`config.mk`:
```
export PLATFORM = sky130hd
export DESIGN_NAME = fp16_zero_skip_encoder_flat
export DESIGN_NICKNAME = d
export VERILOG_FILES = /design/src/rtl/fp16_zero_skip_encoder_if.sv /design/src/rtl/fp16_zero_skip_encoder.sv /design/src/flat_wrapper.sv
export SDC_FILE = /design/constraint.sdc
export NUM_CORES = 1
export LEC_CHECK = 0
export BUFFER_PORTS_ARGS = -buffer_cell sky130_fd_sc_hd__buf_4
export CAP_MARGIN = 25
export CORE_UTILIZATION = 55
export CTS_BUF_LIST = sky130_fd_sc_hd__clkbuf_16
export DETAILED_ROUTE_END_ITERATION = 7
export MAX_ROUTING_LAYER = met4
export PLACE_DENSITY = 0.74
export SKIP_LAST_GASP = 1
export SYNTH_ARGS = -nofsm -noshare
export SYNTH_HDL_FRONTEND = slang
export SYNTH_SLANG_ARGS = --single-unit
```
`constraint.sdc`:
```
create_clock -name clk -period 4.8 [get_ports clk]
set_input_delay 0.96 -clock clk [delete_from_list [all_inputs] [get_ports clk]]
set_output_delay 0.96 -clock clk [all_outputs]
set_load 0.005 [all_outputs]
```
`src/rtl/fp16_zero_skip_encoder_if.sv`:
```
// fp16_zero_skip_encoder_if: activation input stream and tagged nonzero output stream
interface fp16_zero_skip_encoder_if #(parameter int OFF_W = 4);
    logic [15:0]      in_data;
    logic             in_valid;
    logic             in_ready;
    logic [15:0]      out_data;
    logic [OFF_W-1:0] out_offset;
    logic             out_last;
    logic             out_empty;
    logic             out_valid;
    logic             out_ready;
    modport master (
        output in_data, in_valid, out_ready,
        input  in_ready, out_data, out_offset, out_last, out_empty, out_valid
    );
    modport slave (
        input  in_data, in_valid, out_ready,
        output in_ready, out_data, out_offset, out_last, out_empty, out_valid
    );
endinterface

```
`src/rtl/fp16_zero_skip_encoder.sv`:
```
// fp16_zero_skip_encoder: drops zero activations per brick, emits offset-tagged nonzeros via a FIFO
module fp16_zero_skip_encoder #(
    parameter int BRICK = 16,
    parameter int OFF_W = $clog2(BRICK),
    parameter int DEPTH = 8,
    parameter int CNT_W = 32
) (
    input  logic                  clk,
    input  logic                  rst,
    fp16_zero_skip_encoder_if.slave bus,
    output logic [CNT_W-1:0]      zero_count
);
    localparam int AW = $clog2(DEPTH);
    localparam int EW = 16 + OFF_W + 2;
    typedef enum logic {RUN, FLUSH} state_t;
    state_t           state, state_n;
    logic [EW-1:0]    mem [DEPTH];
    logic [AW-1:0]    wp, rp;
    logic [AW:0]      cnt;
    logic [OFF_W-1:0] pos, hold_off, hoff_n;
    logic [15:0]      hold_val, hval_n;
    logic             hold_v, hv_n;
    logic             full, acc, pop, zero, at_end, push, zc_inc;
    logic [EW-1:0]    entry;
    assign full         = cnt == (AW+1)'(DEPTH);
    assign bus.in_ready = !rst && state == RUN && !full;
    assign acc          = bus.in_valid && bus.in_ready;
    assign bus.out_valid = cnt != '0;
    assign pop          = bus.out_valid && bus.out_ready;
    assign zero         = bus.in_data[14:0] == 15'h0;
    assign at_end       = pos == OFF_W'(BRICK - 1);
    assign {bus.out_data, bus.out_offset, bus.out_last, bus.out_empty} = bus.out_valid ? mem[rp] : '0;
    // Entry layout: {value, offset, last, empty}; hold delays each nonzero so last can be known
    always_comb begin
        state_n = state;
        push    = 1'b0;
        entry   = '0;
        hv_n    = hold_v;
        hval_n  = hold_val;
        hoff_n  = hold_off;
        zc_inc  = 1'b0;
        if (state == FLUSH) begin
            if (!full) begin
                push    = 1'b1;
                entry   = {hold_val, hold_off, 2'b10};
                hv_n    = 1'b0;
                state_n = RUN;
            end
        end else if (acc) begin
            zc_inc = zero;
            if (!at_end) begin
                if (!zero) begin
                    push   = hold_v;
                    entry  = {hold_val, hold_off, 2'b00};
                    hv_n   = 1'b1;
                    hval_n = bus.in_data;
                    hoff_n = pos;
                end
            end else if (zero) begin
                push  = 1'b1;
                entry = hold_v ? {hold_val, hold_off, 2'b10} : {16'h0, {OFF_W{1'b0}}, 2'b11};
                hv_n  = 1'b0;
            end else if (hold_v) begin
                push    = 1'b1;
                entry   = {hold_val, hold_off, 2'b00};
                hval_n  = bus.in_data;
                hoff_n  = pos;
                state_n = FLUSH;
            end else begin
                push  = 1'b1;
                entry = {bus.in_data, pos, 2'b10};
            end
        end
    end
    always_ff @(posedge clk or posedge rst) begin
        if (rst) begin
            state      <= RUN;
            pos        <= '0;
            hold_v     <= 1'b0;
            hold_val   <= '0;
            hold_off   <= '0;
            wp         <= '0;
            rp         <= '0;
            cnt        <= '0;
            zero_count <= '0;
        end else begin
            state    <= state_n;
            hold_v   <= hv_n;
            hold_val <= hval_n;
            hold_off <= hoff_n;
            if (acc) pos <= pos + 1'b1;
            wp  <= wp + AW'(push);
            rp  <= rp + AW'(pop);
            cnt <= cnt + (AW+1)'(push) - (AW+1)'(pop);
            if (zc_inc && !(&zero_count)) zero_count <= zero_count + 1'b1;
        end
    end
    always_ff @(posedge clk) begin
        if (push) mem[wp] <= entry;
    end
endmodule

```
`src/flat_wrapper.sv`:
```
// flat-port wrapper written by rule: the top's interface ports become plain ports
module fp16_zero_skip_encoder_flat 
#(
    parameter int BRICK = 16,
    parameter int OFF_W = $clog2(BRICK),
    parameter int DEPTH = 8,
    parameter int CNT_W = 32
)
  (clk, rst, zero_count, bus_in_data, bus_in_valid, bus_out_ready, bus_in_ready, bus_out_data, bus_out_offset, bus_out_last, bus_out_empty, bus_out_valid);
  fp16_zero_skip_encoder_if #(.OFF_W(OFF_W)) bus_i ();
  input  logic clk;
  input  logic rst;
  output logic [CNT_W-1:0] zero_count;
  input wire logic [$bits(bus_i.in_data)-1:0] bus_in_data;
  input wire logic [$bits(bus_i.in_valid)-1:0] bus_in_valid;
  input wire logic [$bits(bus_i.out_ready)-1:0] bus_out_ready;
  output wire logic [$bits(bus_i.in_ready)-1:0] bus_in_ready;
  output wire logic [$bits(bus_i.out_data)-1:0] bus_out_data;
  output wire logic [$bits(bus_i.out_offset)-1:0] bus_out_offset;
  output wire logic [$bits(bus_i.out_last)-1:0] bus_out_last;
  output wire logic [$bits(bus_i.out_empty)-1:0] bus_out_empty;
  output wire logic [$bits(bus_i.out_valid)-1:0] bus_out_valid;
  assign bus_i.in_data = bus_in_data;
  assign bus_i.in_valid = bus_in_valid;
  assign bus_i.out_ready = bus_out_ready;
  assign bus_in_ready = bus_i.in_ready;
  assign bus_out_data = bus_i.out_data;
  assign bus_out_offset = bus_i.out_offset;
  assign bus_out_last = bus_i.out_last;
  assign bus_out_empty = bus_i.out_empty;
  assign bus_out_valid = bus_i.out_valid;
  fp16_zero_skip_encoder #(.BRICK(BRICK), .OFF_W(OFF_W), .DEPTH(DEPTH), .CNT_W(CNT_W)) u_core (.clk(clk), .rst(rst), .bus(bus_i), .zero_count(zero_count));
endmodule
```
==> results.md, run 1 <==
Status:
- The flow ran to the end, but the final reports show violations.
- The checks that failed: DRC.

CTS:
- The tree built by TritonCTS fans out to 244 sinks.
- Post-CTS repair changed the size of 0 cells.
- The H-tree depth reported by CTS is 1.
- The number of buffers created by CTS is 25.
- The number of hold buffers added after CTS was 0.
- TritonCTS built the clock tree.
- Clock-pin slew was measured on the worst setup and hold paths at 60 ps.
- The longest clock path from root to sink contains 3 buffers.
- The clock latency reported for the late side of the worst-skew pair is 520 ps.
- The buffer count from post-CTS setup fixing is 0.
- The root buffer selected by CTS is sky130_fd_sc_hd__clkbuf_16.

Worst setup path:
- The family of cells with the greatest summed delay on the critical path is flip-flops.
- For this run, the slowest stage of the critical path takes 860 ps.
- The critical path crosses 5 cells after its start point.
- The most critical setup path has its startpoint at u_core.rp[0].
- STA classifies the critical path startpoint as a flop.
- Of all nets on the critical path, the largest fanout is 25.
- The startpoint identified for the worst register-to-register timing path is u_core.cnt[2].
- The number of buffer and inverter instances along the worst setup path is 2.
- Measured in cells, the most critical reg-to-reg path has a length of 9.
- STA classifies the critical path endpoint as a primary output.
- Data on the critical path is required at its endpoint by 3840 ps.
- The signal arrival time at the worst endpoint is 2700 ps.
- The critical path goes through buf_12, mux4_2, mux2i_1, nor2_1, buf_4.
- The worst setup path is of the reg -> out kind.
- Among all stages on the critical path, the largest delay is contributed by sky130_fd_sc_hd__dfrtp_2.

Synth:
- The multiplexer fraction of the synthesized cell area is 14.16%.
- In the synthesized netlist, the cells that appear most often are 176 x sky130_fd_sc_hd__edfxtp_1, 68 x sky130_fd_sc_hd__dfrtp_1, 44 x sky130_fd_sc_hd__mux4_2.
- The number of cells produced by synthesis is 606.
- The number of nets handed over by synthesis was 639.
- Summing the areas of all xor and xnor instances in the mapped netlist gives 3.234% of the synthesized area.
- The prevailing post-synth register cell is sky130_fd_sc_hd__edfxtp_1.
- For this run, the register share of the synthesized area comes to 67.88%.
- The per-instance average area after synthesis is 16.98 µm².
- In the synthesized netlist the async set-or-reset flop fraction comes to 27.87%.
- The count of flip-flops with a built-in enable after synthesis is 176.
- In the post-synthesis netlist, the biggest area contributors are sky130_fd_sc_hd__edfxtp_1 51%, sky130_fd_sc_hd__dfrtp_1 17%, sky130_fd_sc_hd__mux4_2 9.6%.
- In the post-synthesis netlist, the cell with the most instances is sky130_fd_sc_hd__edfxtp_1.
- The largest family of logic cells by synthesized area is multiplexers.
- After Yosys synthesis, full adders, half adders and majority gates account for 1.653% of the synthesized area.
- Synthesis inferred 244 register bits.
- The Yosys warning count is 0.
- The share of synthesized cell area in and, or, nand and nor gates is 8.607%.
- The number of different library cells in the post-synthesis netlist is 54.
- The post-synthesis cell area is 10,290 µm².
- The synthesized netlist devotes 2.796% of its cell area to compound gates.
- The dominant cell type by area after synthesis is sky130_fd_sc_hd__edfxtp_1.
- Of the post-synthesis cell area, the dominant cell type holds 51.35%.

Floorplanning:
- The top-level port count is 76.
- For this configuration, the core starts out at a cell density of 56.72%.
- The floorplan step set the die height to 138.8 µm.
- In this run the core area contains 49 standard-cell rows.
- The placeable core region is 18,150 µm².
- The area of the die is 19,260 µm².
- The die span in x is 138.8 µm.

Layout:
- After routing the design area is 12,060 µm².
- The number of antenna cells inserted is 0.
- The post-route netlist has 31.05% of its cells at a drive strength greater than 1.
- The post-synthesis to final-layout area growth is 17.14%.
- For this run, the post-layout net count is 729.

Min path:
- In this run the worst hold path is classified as reg -> reg.
- Along the worst hold path, the cell count comes to 1.
- The startpoint identified for the worst hold timing path is u_core.rp[2].

Global route:
- The first global-routing pass estimated 33.05 mm of wire.
- The total congestion overflow is 0.
- The total routing resource utilization after global routing is 23.18%.
- The initial antenna violation count came to 0.
- The pin count of the biggest net entering global routing is 43.
- The via count of the first global-routing pass is 6,034.

Placement:
- The area of placed instances is 11,220 µm².
- The number of port buffers is 75.
- At the end of routability-driven placement, the weighted congestion stood at 0.8814.
- The total half-perimeter wirelength after legalization and detailed placement is 12.93 mm.

Routing:
- The number of search-and-repair iterations in the first detailed-routing pass is 7.
- The via count is 5,751.
- In the final routed layout, each cell accounts on average for 22.13 µm.
- After detailed routing, the number of remaining DRC violations is 4.
- Wires add up to 20.89 mm.
- After detailed routing, the number of vias per cell comes to 6.092.
- Once detail routing completed, the nets flagged for antenna violations numbered 0.
- The number of DRC markers after the initial detailed-route iteration is 439.

STA:
- The remaining max-slew budget at the tightest pin is 44.28%.
- The max-slew violation count is 0.
- The total of endpoints with negative setup slack in the final report is 0.
- The final setup skew is 10.64 ps.
- Derived from the worst setup path, the maximum achievable clock frequency is 0.2732 GHz.
- Setup repair after global routing left no endpoint under its margin.
- The hold violation total from the final report is 0.
- In the finished design, the share of the clock period the worst path needs comes to 76.24%.
- Summed over all failing endpoints, the final setup total negative slack is 0 ps.
- The transition at the pin with the smallest max-transition slack is 827.1 ps.
- The clock period could shrink to 3660 ps.

Power and ir drop:
- The largest vdd supply drop is 0.2988 mV.
- The power per unit of standard cell area is 527.8 nW/µm².
- The total power draw is 0.006363 W.
- The analysis attributes to cell leakage a power of 4.618 nW.

Flow run:
- The max-capacitance violation count is 0.
## routing by layer
metal	routed length, µm	GRT usage, %	vias to the layer above
met3	1140	3.660	44
met4	609	7.544	0
li1	-	-	2552
met5	0	-	-
met1	8514	29.72	2956
met2	10630	38.20	199
## registers in the layout, indices dropped and copies added, names as in the netlist
name	count
u_core.mem	176
u_core.zero_count	32
u_core.hold_val	16
u_core.cnt	4
u_core.hold_off	4
u_core.pos	4
u_core.rp	3
u_core.wp	3
u_core.hold_v	1
u_core.state	1
## cells by family (layout without fill, tap and decap cells)
family	count (synthesis)	after routing
AO/OA/AOI/OAI	35	35
buffers and inverters	38	147
adder cells (fa/ha/maj)	13	13
flip-flops	244	244
AND/OR/NAND/NOR	150	150
XOR/XNOR	38	38
multiplexers	88	88
## cell type report
type                    instances  area [µm²]
fillers                      1242        6091
clock inverters                21       212.7
well taps                     229       286.5
inverters                      10       37.54
clock buffers                  25       625.6
flip-flops and latches        244        6988
repair buffers                 91       703.2
multi-input cells             324        3203
## worst reg2reg max path, delay by kind of cell (launching register included)
| family | cells | cell delay, ps |
|---|---|---|
| AND/OR/NAND/NOR | 2 | 690 |
| buffers and inverters | 2 | 300 |
| AO/OA/AOI/OAI | 1 | 560 |
| flip-flops | 1 | 360 |
| XOR/XNOR | 1 | 170 |
| adder cells (fa/ha/maj) | 3 | 860 |
## final timing paths
path,endpoint,slack (ps)
min in group asynchronous,u_core.zero_count[25],640
max in group asynchronous,u_core.rp[0],3210
hold / removal,u_core.rp[2],470
setup reg to reg,u_core.cnt[2],1750
setup / recovery,bus_out_offset[0],1140
hold reg to reg,u_core.rp[2],470
## cells in the final DEF (no fill, tap or decap), types with 5 or more instances in the layout
cell type                   count
sky130_fd_sc_hd__edfxtp_1     176
sky130_fd_sc_hd__buf_4         89
sky130_fd_sc_hd__dfrtp_1       67
sky130_fd_sc_hd__mux4_2        44
sky130_fd_sc_hd__nor2_1        31
sky130_fd_sc_hd__xnor2_1       27
sky130_fd_sc_hd__clkbuf_16     25
sky130_fd_sc_hd__nand2_1       24
sky130_fd_sc_hd__mux2i_1       23
sky130_fd_sc_hd__nand3_1       21
sky130_fd_sc_hd__a22o_1        16
sky130_fd_sc_hd__mux2_2        15
sky130_fd_sc_hd__nor3_1        14
sky130_fd_sc_hd__nand4_1       13
sky130_fd_sc_hd__inv_1         13
sky130_fd_sc_hd__ha_1          12
sky130_fd_sc_hd__and3_1        11
sky130_fd_sc_hd__xor2_1        11
sky130_fd_sc_hd__mux2_1         6
sky130_fd_sc_hd__nor4_2         5
sky130_fd_sc_hd__clkinv_1       5
## through the flow
step / utilization, % / instances / setup WS, ps / hold slack, ps
floorplan: - / 606 / 344.1 / 464.6
global placement: 61.73 / 897 / 992.3 / 456.8
detailed placement: 61.82 / 898 / 953.5 / 474.6
CTS: 66.44 / 944 / 1058 / 485.1
global route: 66.44 / 944 / 953.6 / 499.6
finish: 66.44 / 944 / 1140 / 472.4
## power by group
part	switching [W]	total [W]	internal, W
sequential	0.000197	0.00275	0.00255
clock	0.000777	0.00195	0.00117
combinational	0.000787	0.00167	0.000885
total	0.00176	0.00636	0.00460
(Power assumes the default switching activity.)
==> run 2, diff against run 1 <==
--- a/config.mk
+++ b/config.mk
@@ -5,13 +5,14 @@
 export SDC_FILE = /design/constraint.sdc
 export NUM_CORES = 1
 export LEC_CHECK = 0
+export ABC_AREA = 1
 export BUFFER_PORTS_ARGS = -buffer_cell sky130_fd_sc_hd__buf_4
 export CAP_MARGIN = 25
 export CORE_UTILIZATION = 55
 export CTS_BUF_LIST = sky130_fd_sc_hd__clkbuf_16
 export DETAILED_ROUTE_END_ITERATION = 7
 export MAX_ROUTING_LAYER = met4
-export PLACE_DENSITY = 0.74
+export PLACE_DENSITY = 0.76
 export SKIP_LAST_GASP = 1
 export SYNTH_ARGS = -nofsm -noshare
 export SYNTH_HDL_FRONTEND = slang
==> constraint.sdc (replaced) <==
create_clock -name clk -period 3.25 [get_ports clk]
set_input_delay 0.65 -clock clk [delete_from_list [all_inputs] [get_ports clk]]
set_output_delay 0.65 -clock clk [all_outputs]
set_load 0.005 [all_outputs]
==> results.md, run 2 <==
Placement:
- The area of placed instances was 12,340 µm² (+10%).
- The total half-perimeter wirelength after legalization and detailed placement is 16.45 mm (+27%).
- The number of port buffers was 75 (unchanged).
- The global placement routability congestion is 0.8841 (+0.31%).

Power and ir drop:
- The power per unit of standard cell area is 765.6 nW/µm² (+45%).
- The largest vdd supply drop is 0.5048 mV (+69%).
- The static leakage power came to 5.390 nW (+17%).
- The total power draw is 0.01009 W (+58%).

CTS:
- The H-tree depth reported by CTS is 1 (unchanged).
- The maximum clock path buffer count is 3 (unchanged).
- The number of buffers created by CTS is 25 (unchanged).
- TritonCTS built the clock tree.
- The root buffer selected by CTS is sky130_fd_sc_hd__clkbuf_16.
- The clock edge transition at the registers on the reported setup and hold paths was 60 ps (about the same).
- The clock sink total came to 244 (unchanged).
- The clock latency reported for the late side of the worst-skew pair is 530 ps (about the same).

Synth:
- The share of the yosys chip area belonging to registers is 61.33% (-6.6 points).
- The number of synthesized register bits came to 244 (unchanged).
- The share of synthesized cell area in and, or, nand and nor gates is 21.89% (+13 points).
- The area share of the largest cell type after synthesis is 46.39% (-5.0 points).
- The per-instance average area after synthesis was 9.254 µm² (-46%).
- The count of flip-flops with a built-in enable after synthesis is 176 (unchanged).
- The largest family of logic cells by synthesized area is simple AND/OR/NAND/NOR gates.
- The post-synthesis cell area was 11,390 µm² (+11%).
- By area the synthesized netlist is led by sky130_fd_sc_hd__edfxtp_1 46%, sky130_fd_sc_hd__dfrtp_1 15%, sky130_fd_sc_hd__nand2_1 11%.
- The multiplexer fraction of the synthesized cell area is 0% (-14 points).
- The parity-gate share of the synthesized area counting xor and xnor cells came to 1.461% (-1.8 points).
- The post-synthesis compound-gate area fraction is 9.467% (+6.7 points).
- The Yosys warning count is 0 (unchanged).
- The post-synth net total came to 1,264 (+98%).
- The arithmetic-cell share of the synthesized area counting full adders, half adders and majority gates is 1.494% (-0.16 points).
- After synthesis, the most frequently instantiated cells are 333 x sky130_fd_sc_hd__nand2_1, 246 x sky130_fd_sc_hd__nor2_1, 176 x sky130_fd_sc_hd__edfxtp_1.
- The leading cell type by number of instances after synthesis is sky130_fd_sc_hd__nand2_1.
- The share of synthesized flip-flops with an asynchronous set or reset is 27.87% (unchanged).
- The number of cells produced by synthesis is 1,231 (+100%).
- The biggest area contributor in the post-synthesis netlist is sky130_fd_sc_hd__edfxtp_1.
- The number of different library cells in the post-synthesis netlist is 29 (-46%).
- The prevailing post-synth register cell is sky130_fd_sc_hd__edfxtp_1.

Layout:
- The fraction of layout instances using a drive strength above 1 is 12.94% (-18 points).
- The final design instance area without fill is 13,170 µm² (+9.3%).
- The flip-flop count of the largest register, all copies and words added is 176 (unchanged).
- In the final layout, the registers with the most flip-flops are u_core.mem (176), u_core.zero_count (32), u_core.hold_val (16).
- The post-synthesis to final-layout area growth is 15.63%.
- Ranked by flip-flop count, first place goes to u_core.mem.
- The top cell types in the final layout, fill and taps aside, are 333 x sky130_fd_sc_hd__nand2_1, 238 x sky130_fd_sc_hd__nor2_1, 176 x sky130_fd_sc_hd__edfxtp_1, 132 x sky130_fd_sc_hd__o21ai_0, 103 x sky130_fd_sc_hd__buf_4.
- The number of antenna cells inserted was 0 (unchanged).
- The post-route core utilization came to 64.89% (-1.5 points).
- The fill cell instance count of the final layout came to 1,630 (+31%).
- The total number of nets in the final design is 1,343 (+84%).
- The library cell used most frequently in the layout, excluding fill and tap cells, is sky130_fd_sc_hd__nand2_1.

Worst setup path:
- The worst setup path is launched from a flop.
- The worst-case reg-to-reg path depth is 7 (-2).
- The highest net fanout along the worst path is 89 (+260%).
- The critical path is of the reg -> out type.
- The sort of element at the end of the critical path is a primary output.
- The capture instance of the worst register-to-register path is u_core.mem[5][1].
- In this run the critical register-to-register path is launched from u_core.cnt[2].
- The data required time of the critical path is 2600 ps (-1240 ps).
- The signal arrival time at the worst endpoint is 2330 ps (-370 ps).
- The reg-to-reg setup timing slack is 650 ps (-1100 ps).

Routing:
- The remaining antenna violation count after routing is 0 (unchanged).
- The average vias per placed instance was 5.431 (-11%).
- The number of DRC markers after the initial detailed-route iteration is 786 (+79%).
- The detail-routed net length per standard cell is 16.39 µm (-26%).
- The via count was 8,684 (+51%).
- The number of search-and-repair iterations in the first detailed-routing pass is 6 (-1).
- The total wire length is 26.21 mm (+25%).
- The number of remaining DRC errors is 0 (-4).

STA:
- Timing would allow up to 0.3355 GHz.
- The total of endpoints with negative setup slack in the final report is 0 (unchanged).
- The part of the cycle the worst path needs is 91.71%.
- Setup repair after global routing left no endpoint under its margin.
- The max-slew violation count is 0 (unchanged).
- The hold violation total from the final report was 0 (unchanged).
- The transition at the pin with the smallest max-transition slack is 1079 ps (+252.0 ps).
- The final critical delay including setup and external delays is 2980 ps.
- The remaining max-slew budget at the tightest pin came to 27.30% (-17 points).
- The setup TNS after final layout was 0 ps (unchanged).
- The final setup skew is 7.680 ps (-2.959 ps).

Global route:
- The initial antenna violation count is 0 (unchanged).
- The pin count of the biggest net entering global routing is 90 (+110%).
- The total congestion overflow is 0 (unchanged).
- The wire length of the first global-routing pass was 42.03 mm (+27%).
- The total routing resource utilization after global routing is 25.51% (+2.3 points).
- The via count of the first global-routing pass is 8,272 (+37%).

Min path:
- The path class of the tightest hold or removal check is in -> async.

Floorplanning:
- The area of the die is 21,290 µm² (+11%).
- The initial core utilization was 56.12% (-0.59 points).
- The number of cell rows is 52 (+6.1%).
- The die span in x is 145.9 µm (+5.1%).
- The die outline height is 145.9 µm (+5.1%).
- The top-level port count came to 76 (unchanged).
- The placeable core region is 20,300 µm² (+12%).

Status:
- The flow ran to the end, and the final reports show no timing, DRC or antenna violations.

Flow run:
- The max-capacitance violation count is 0 (unchanged).
==> run 2: cell count changes after synthesis, moves of 16 or more <==
cell / previous run / this run
sky130_fd_sc_hd__a22o_1: 16 / 0
sky130_fd_sc_hd__o211ai_1: 0 / 23
sky130_fd_sc_hd__o22ai_1: 1 / 24
sky130_fd_sc_hd__nor2_1: 31 / 246
sky130_fd_sc_hd__o21ai_0: 4 / 132
sky130_fd_sc_hd__mux2i_1: 23 / 0
sky130_fd_sc_hd__xnor2_1: 27 / 6
sky130_fd_sc_hd__mux4_2: 44 / 0
sky130_fd_sc_hd__clkbuf_1: 12 / 37
sky130_fd_sc_hd__inv_1: 10 / 60
sky130_fd_sc_hd__nand2_1: 24 / 333
==> run 2: kinds of logic after synthesis <==
| group | after synthesis |
|---|---|
| AOI/OAI and AO/OA | 198 |
| and+or+nand+nor | 633 |
| adders and majority gates | 13 |
| xor gates and xnor gates | 19 |
| DFF | 244 |
| buffers and inverters | 124 |
==> run 2: per-layer routing <==
metal / vias to the layer above / part of all wire [%] / wire, µm / GRT usage, %
met5: - / 0 / 0 / -
met4: 0 / 1.2 / 303 / 5.368
met3: 28 / 6.3 / 1639 / 3.574
met2: 285 / 48 / 12540 / 40.50
met1: 4101 / 45 / 11730 / 35.27
li1: 4270 / - / - / -
==> run 2: stage by stage <==
stage,std cells,worst slack [ps],hold slack [ps]
floorplan,1231,491.9,473.1
global placement,1550,608.5,497.6
detailed placement,1550,558.9,503.8
CTS,1596,91.47,281.4
global route,1599,128.7,323.1
finish,1599,269.5,261.9
==> run 2: timing repair <==
action	in CTS	in global routing
resized for setup	0	1
setup buffers	0	0
hold buffers	0	0
endpoints found under the setup margin	0	7
==> run 2: cell type report <==
cell class / count / area [µm²] / share of cell area, %
Sequential cell: 244 / 6988 / 53.05
Inverter: 66 / 247.7 / 1.881
Clock buffer: 25 / 625.6 / 4.749
Multi-Input combinational cell: 863 / 3929 / 29.83
Tap cell: 270 / 337.8 / 2.565
Clock inverter: 21 / 177.7 / 1.349
Timing Repair Buffer: 110 / 867.1 / 6.582
==> run 2: report_power, final <==
part           internal (W)  total, W  switching, W
clock               0.00158   0.00279       0.00121
sequential          0.00377   0.00392      0.000154
combinational       0.00123   0.00337       0.00214
total               0.00658    0.0101       0.00350
==> run 2: worst max-delay path by stage <==
stage	cells after the start	endpoint	from	slack, ps
finish	6	bus_out_data[12]	u_core.rp[0]	270
global route	8	bus_out_data[11]	u_core.rp[0]	130
CTS	6	bus_out_data[12]	u_core.rp[0]	90
detailed placement	10	u_core.cnt[2]	bus_in_data[4]	560
global placement	10	u_core.cnt[2]	bus_in_data[6]	610
floorplan	7	u_core.mem[0][0]	rst	490
==> run 2: worst max-delay path: stages, from the launching register on <==
cell and delay (ps):
sky130_fd_sc_hd__dfrtp_2 370, sky130_fd_sc_hd__buf_6 510, sky130_fd_sc_hd__o21ai_0 240, sky130_fd_sc_hd__o22ai_1 230, sky130_fd_sc_hd__nor2_1 60, sky130_fd_sc_hd__nor2_1 220, sky130_fd_sc_hd__buf_4 160
